===== src/rtl/fork_join_ctrl.sv =====
// Fork/join sequencer: launches NPAR parallel requests and an NSEQ-step
// sequential chain after a start, then joins (or aborts on timeout).
module fork_join_ctrl #(
  parameter int NPAR    = 3,
  parameter int NSEQ    = 3,
  parameter int DELAY   = 2,
  parameter int TIMEOUT = 64
)(
  input  logic            clk,
  input  logic            rst,
  input  logic            start,
  output logic [NPAR-1:0] par_req,
  input  logic [NPAR-1:0] par_ack,
  output logic [NSEQ-1:0] seq_req,
  input  logic            seq_ack,
  output logic            busy,
  output logic            done,
  output logic            timeout,
  output logic [NPAR-1:0] par_done
);

  localparam int SW = (NSEQ > 1)    ? $clog2(NSEQ)      : 1;
  localparam int DW = (DELAY > 0)   ? $clog2(DELAY+1)   : 1;
  localparam int TW = (TIMEOUT > 0) ? $clog2(TIMEOUT+1) : 1;
  localparam logic [SW-1:0] LAST = SW'(NSEQ-1);
  localparam logic [DW-1:0] DLY  = DW'(DELAY);
  localparam logic [TW-1:0] TLIM = TW'(TIMEOUT-1);

  typedef enum logic [1:0] {IDLE, WAIT_DLY, RUN, JOIN} state_e;

  state_e          state_q, state_d;
  logic [NPAR-1:0] par_req_q, par_req_d;
  logic [NPAR-1:0] par_done_q, par_done_d;
  logic            seq_on_q, seq_on_d;
  logic [SW-1:0]   sidx_q, sidx_d;
  logic            gap_on_q, gap_on_d;
  logic [DW-1:0]   gap_q, gap_d;
  logic            seq_fin_q, seq_fin_d;
  logic [TW-1:0]   tmo_q, tmo_d;
  logic            timeout_q, timeout_d;

  logic [NPAR-1:0] par_acc;
  logic            seq_acc;
  logic            do_launch;
  logic            join_now;

  always_ff @(posedge clk) begin
    if (rst) begin
      state_q    <= IDLE;
      par_req_q  <= '0;
      par_done_q <= '0;
      seq_on_q   <= 1'b0;
      sidx_q     <= '0;
      gap_on_q   <= 1'b0;
      gap_q      <= '0;
      seq_fin_q  <= 1'b0;
      tmo_q      <= '0;
      timeout_q  <= 1'b0;
    end else begin
      state_q    <= state_d;
      par_req_q  <= par_req_d;
      par_done_q <= par_done_d;
      seq_on_q   <= seq_on_d;
      sidx_q     <= sidx_d;
      gap_on_q   <= gap_on_d;
      gap_q      <= gap_d;
      seq_fin_q  <= seq_fin_d;
      tmo_q      <= tmo_d;
      timeout_q  <= timeout_d;
    end
  end

  always_comb begin
    state_d    = state_q;
    par_req_d  = par_req_q;
    par_done_d = par_done_q;
    seq_on_d   = seq_on_q;
    sidx_d     = sidx_q;
    gap_on_d   = gap_on_q;
    gap_d      = gap_q;
    seq_fin_d  = seq_fin_q;
    tmo_d      = tmo_q;
    timeout_d  = timeout_q;
    do_launch  = 1'b0;
    join_now   = 1'b0;
    par_acc    = par_ack & par_req_q;
    seq_acc    = seq_ack & seq_on_q;

    case (state_q)
      IDLE: begin
        if (start) begin
          par_done_d = '0;
          seq_fin_d  = 1'b0;
          timeout_d  = 1'b0;
          gap_d      = DW'(1);
          if (DELAY == 0) do_launch = 1'b1;
          else            state_d   = WAIT_DLY;
        end
      end
      WAIT_DLY: begin
        // gap_q holds the number of edges elapsed since the start edge
        if (gap_q == DLY) do_launch = 1'b1;
        else              gap_d     = gap_q + DW'(1);
      end
      RUN: begin
        par_req_d  = par_req_q & ~par_ack;
        par_done_d = par_done_q | par_acc;
        tmo_d      = (&tmo_q) ? tmo_q : tmo_q + TW'(1);
        if (seq_acc) begin
          seq_on_d = 1'b0;
          if (sidx_q == LAST) begin
            seq_fin_d = 1'b1;
          end else begin
            // index advances now; the request stays low through the gap
            sidx_d = sidx_q + SW'(1);
            if (DELAY == 0) seq_on_d = 1'b1;
            else begin
              gap_on_d = 1'b1;
              gap_d    = DW'(1);
            end
          end
        end else if (gap_on_q) begin
          if (gap_q == DLY) begin
            seq_on_d = 1'b1;
            gap_on_d = 1'b0;
          end else begin
            gap_d = gap_q + DW'(1);
          end
        end
        join_now = (&par_done_d) && seq_fin_d;
        if (join_now) begin
          state_d = JOIN;
        end else if (tmo_q >= TLIM) begin
          state_d   = JOIN;
          timeout_d = 1'b1;
          par_req_d = '0;
          seq_on_d  = 1'b0;
          gap_on_d  = 1'b0;
        end
      end
      JOIN: begin
        state_d   = IDLE;
        timeout_d = 1'b0;
      end
      default: state_d = IDLE;
    endcase

    if (do_launch) begin
      state_d   = RUN;
      par_req_d = '1;
      seq_on_d  = 1'b1;
      sidx_d    = '0;
      gap_on_d  = 1'b0;
      tmo_d     = '0;
    end
  end

  for (genvar k = 0; k < NSEQ; k++) begin : g_seq
    assign seq_req[k] = seq_on_q && (sidx_q == SW'(k));
  end

  assign par_req  = par_req_q;
  assign par_done = par_done_q;
  assign busy     = (state_q != IDLE);
  assign done     = (state_q == JOIN);
  assign timeout  = timeout_q;

endmodule


===== config.mk =====
export PLATFORM = sky130hd
export DESIGN_NAME = fork_join_ctrl
export DESIGN_NICKNAME = d
export VERILOG_FILES = /design/src/rtl/fork_join_ctrl.sv
export SDC_FILE = /design/constraint.sdc
export NUM_CORES = 1
export LEC_CHECK = 0
export ABC_AREA = 1
export CELL_PAD_IN_SITES_DETAIL_PLACEMENT = 0
export CELL_PAD_IN_SITES_GLOBAL_PLACEMENT = 2
export CORE_MARGIN = 2
export CORE_UTILIZATION = 27
export CTS_CLUSTER_DIAMETER = 80
export CTS_CLUSTER_SIZE = 20
export DETAILED_ROUTE_END_ITERATION = 7
export PLACE_DENSITY = 0.71
export RECOVER_POWER = 100
export SETUP_SLACK_MARGIN = 0.02
export SYNTH_ARGS = -nofsm -noshare
export SYNTH_HDL_FRONTEND = slang
export SYNTH_SLANG_ARGS = --single-unit

===== constraint.sdc =====
create_clock -name clk -period 1.4 [get_ports clk]
set_input_delay 0.42 -clock clk [delete_from_list [all_inputs] [get_ports clk]]
set_output_delay 0.42 -clock clk [all_outputs]
set_load 0.005 [all_outputs]

# == Yosys cells after proc, flatten, opt, wreduce, memory -nomap -nowiden ==
# Cells that the tools add are included.
# classes
n_addsub,3
magnitude_cmp,1
eq_ne,14
mux,39
bitwise,7
reduce_logical,22
# ops
cell,count
2-to-1 mux 1 bit,21
2-to-1 mux 2 bit,8
2-to-1 mux 3 bit,5
inequality test 3 bit (second input constant),4
one-hot mux 2 bit (3 select lines),2
AND reduction 3 bit,4
equality test 2 bit (second input constant),4
AND reduction 4 bit,2
adder 7 x 1 -> 7 bit (second input constant),1
>= comparator 7 x 6 -> 1 bit (second input constant),1
AND reduction 7 bit,1
bitwise AND 3 bit,2
inequality test 2 bit (second input constant),3
one-hot mux 3 bit (2 select lines),1
nonzero test 2 bit,3
nonzero test 3 bit,2
adder 2 x 1 -> 2 bit (second input constant),2
equality test 2 x 1 -> 1 bit (second input constant),2
logical AND 1 bit,4
logical NOT 2 bit,2
inequality test 4 bit (second input constant),1
AND reduction 2 bit,2
nonzero test 4 bit,1
NOT 3 bit,1
6 further kinds,7
# word_totals
regBits,23
inputBits,7
out_inout_bits,12
word_cells,97

# == Depth between registers and ports, before layout ==
# depth
word_depth,8
depth_mapped,11

# == Least setup slack after synthesis ==
# OpenSTA, ideal clock, no wires.
# synth_timing
kind,register to register
start,register state_q[0]
end,register state_q[1]
arrival_time_ps,1300
setup_slack_ps,-15
stages_incl_launch_ff,8
path_buffers,1
synth_period_minus_slack_ps,1415
path_cell_list,dfxtp_1 > inv_1 > ha_1 > buf_2 > nor3_1 > o21ai_1 > a21oi_1 > nor2_1
# synth_via
elab_chain_cells,4
# synth_rtl
item,line_no,rtl
start: declaration,31,"state_e state_q, state_d;"
start signal: assignment,60,state_q <= state_d;
equality test 2 x 1 -> 1 bit,89,case (state_q)
2-to-1 mux 1 bit,89,
"inequality test 4 bit (no line), or another cell as far along",n/a,
AND reduction 3 bit (no line),n/a,
# Several ways; a longest one is shown, not always the timed one.
# A chain may end at the register's enable or synchronous reset.

# == Final worst setup path ==
# layout_timing
start,register sidx_q[1]
end,output seq_req[0]
# layout_via
elab_chain_cells,2
# layout_rtl
item,line_no,rtl
start: declaration,35,"logic [SW-1:0] sidx_q, sidx_d;"
start signal: assignment,64,sidx_q <= sidx_d;
logical NOT 2 bit,159,assign seq_req[k] = seq_on_q && (sidx_q == SW'(k));
logical AND 1 bit,159,
end: declaration,14,"output logic [NSEQ-1:0] seq_req,"
# No other way between the ends.

==> summary.md <==
| Metric | Value |
|---|---|
| Status | complete, but fails checks |
| Failing checks | negative setup slack |
| Die width | approximately 76 microns |
| Maximum clock insertion buffer count | 2 |
| Largest net degree at the start of global routing | 14 |
| Synth Area in XOR/XNOR | less than 1% |
| CP Max Fanout | 3 |
| Seq cells post-synth | 23 |
| CTS tree | built |
| Mux share of post-synthesis cell area | 0% |
| Simple logic cell fraction of the synthesized area | 32.0% |
| CP top delay family | flip-flops |
| Fin cells | approximately 340 |
| Final Max Slew Viols | 0 |
| Clock Pin Slew Worst Setup and Hold Paths | ~0.09 ns |
| Synthesized cell area | around 1400 sq um |
| Pwr Density | roughly 1300 nW/um^2 |
| Critical path launch point type | flop |
| Commonest cells post-synth | 54 x nand2_1, 25 x inv_1, 23 x dfxtp_1, 19 x a21oi_1, 13 x nor2_1 |
| PortBufs | 18 |
| Distinct cell type count after synthesis | 26 |
| Area contributors post-synth | dfxtp_1 33%, nand2_1 15%, ha_1 9.0% |
| N_diodes | 0 |
| Leakage | approximately 1.1 nW |
| Slew margin rel. | between 70% and 80% |
| Final Skew | about 0.0029 ns |
| Number of synthesized flops with an enable pin | 0 |
| Via count | between 1000 and 1500 |
| Global-route wire length before repair | 6110 microns |
| DR pass1 iterations | 5 |
| GRT Util Overall | 14.1% |
| DR top layer | met4 |
| Final worst path period share | 105% |
| Critical Path Sink Type | primary output |
| Antenna-violating nets left | 0 |
| Async SR Flop Fraction | 0% |
| Vias in the first global route | around 1300 |
| Yosys warns | 0 |
| Worst path slowest cell | dfxtp_4 |
| HP Class | reg -> reg |
| Routed WL | around 3800 microns |
| Clk sinks | 23 |
| Final number of hold-violating endpoints | 0 |
| CP arrival | between 1 and 1.5 ns |
| Avg Inst Size Synth | 6.95 sq um |
| Top_reg_cell synth | dfxtp_1 |
| Compound-Gate Fraction of Synth Area | about 14% |
| Initial antenna violation count | 0 |
| Data required, critical path | a little under 1 ns |
| Worst-Skew Late Latency | between 0.2 and 0.3 ns |
| Worst vdd ir | roughly 0.47 mV |
| CP max stage delay | between 0.3 and 0.4 ns |
| Inserted Clock Buffers | 3 |
| # IOs | 19 |
| CTS Hold Bufs | 0 |
| Wirelength per Cell | 11.4 microns |
| GRT overflow | 0 |
| Hold_ws | 0.459 ns |
| Cell taking the most area after synthesis | dfxtp_1 |
| Post-DP HPWL | between 2000 and 3000 microns |
| Worst Max-Slew Pin Slew | ~0.33 ns |
| Gpl congestion | about 0.7 |
| Synth top area share | approximately 33% |
| Area share of fa/ha/maj cells after synthesis | 9.05% |
| Max Fclk | just under 700 MHz |
| WL met2 | approximately 1800 microns |
| Combinational family with the most area after synthesis | simple AND/OR/NAND/NOR gates |
| Metal-1 WL | 1860 microns |
| P&R area growth vs syn | 73.8% |
| Site row count | 26 |
| Minimum clock period | 1.48 ns |
| Final net count | roughly 280 |
| Initial DRC Count | 40 |
| Max cap viols | 0 |
| DRC | 0 |
| # fillers | about 530 |
| CORE AREA | ~5000 sq um |
| CTS HTree Levels | 1 |
| Die Area | 5710 sq um |
| Register area share after synthesis | around 33% |
| Synth Net Count | between 200 and 250 |
| Post-Place Cells | between 300 and 400 |
| RSZ-0062 raised after global routing | true |
| Final setup vio count | 10 |
| Cells after Synth | about 200 |
| Critical setup path kind | reg -> out |
| Crit-path cells | inv_6 > ha_4 > nand2_2 > inv_1 > buf_2 |
| Final setup margin | -0.0759 ns |
| WL met3 | roughly 130 microns |
| Clock root cell | clkbuf_8 |
| Initial Util | approximately 28% |
| Top-count cell post-synth | nand2_1 |
| Share of cells above drive strength 1 | roughly 56% |
| WP buf/inv | 3 |
| Via density per instance | ~4.3 |
| Die H | 75.6 microns |
[worst register-to-register path, cell delays in order, from the launching register on]
cell and delay (ns):
dfxtp_4 0.37, inv_4 0.08, ha_4 0.14, buf_6 0.10
nand3_4 0.06, nand2_4 0.09, nand4_4 0.13, nand2_4 0.13
nand2_2 0.05, nand2_1 0.05, nand2_1 0.06, a21oi_2 0.12
[flip-flops by register name, indices dropped and copies added (netlist names)]
| signal | cells |
|---|---|
| gap_on_q | 1 |
| sidx_q | 2 |
| par_req | 3 |
| seq_fin_q | 1 |
| seq_on_q | 1 |
| state_q | 2 |
| par_done | 3 |
| gap_q | 2 |
| tmo_q | 7 |
| timeout | 1 |
[final cells by class]
class / instances / area, sq um / area share [%]
Sequential cell: 23 / 484 / 20.2
Tap cell: 70 / 87.6 / 3.65
Clock inverter: 1 / 5.00 / 0.208
Inverter: 37 / 161 / 6.72
Timing Repair Buffer: 64 / 548 / 22.8
Multi-Input combinational cell: 138 / 1070 / 44.7
Clock buffer: 3 / 41.3 / 1.72
[routing by layer]
layer  track usage (%)  up-vias
li1                  -      757
met1              19.7      655
met5                 0        -
met2              23.0       22
met4              4.09        0
met3              1.59        2
[worst paths after layout]
path / from / to / slack (ns) / depth (start not counted)
setup / recovery: sidx_q[1] / seq_req[0] / -0.08 / 5
hold / removal: timeout / timeout / 0.46 / 2
setup reg to reg: sidx_q[0] / par_req[0] / -0.03 / 11
hold reg to reg: timeout / timeout / 0.46 / 2
[through the flow]
step / util (%) / setup slack, ns / setup TNS, ns / total power, mW / instance area [sq um]
final: 48.0 / -0.0759 / -0.343 / 3.21 / 2400
after global routing: 48.0 / -0.125 / -1.22 / 3.45 / 2400
after CTS: 42.8 / -0.0882 / -0.400 / 2.85 / 2140
after detailed placement: 38.0 / -0.338 / -5.69 / 2.17 / 1900
after global placement: 38.0 / -0.339 / -5.94 / 2.19 / 1900
after floorplan: - / 0.0418 / 0 / 1.55 / 1390
[report_power, final]
group          total, mW  switching, mW  internal (mW)
combinational       1.94          0.988          0.947
sequential         0.841         0.0789          0.762
clock              0.436          0.237          0.199
total               3.21           1.30           1.91
[cell families after synthesis]
| logic type | count (synthesis) |
|---|---|
| and+or+nand+nor | 93 |
| AOI/OAI and AO/OA | 34 |
| xor gates and xnor gates | 1 |
| DFF | 23 |
| buffers and inverters | 38 |
| adders and majority gates | 10 |
[placed cells by master, fill, tap and decap left out, types with 8 or more instances in the layout]
cell / instances
nand2_1: 39
buf_4: 38
inv_1: 16
nand2_2: 15
inv_2: 12
buf_6: 12
a21oi_1: 10
a21oi_2: 10
dfxtp_1: 10
dfxtp_2: 10
nand3_1: 8
ha_4: 8
dlygate4sd2_1: 8
[what timing repair did]
item | in CTS | in global routing
pin swaps | 14 | 17
endpoints found under the hold margin | 0 | 0
setup endpoints to repair | 31 | 28
resized for setup | 81 | 62
cloned | 0 | 0
setup buffers | 6 | 6
Power figures use the tool's default switching activity.
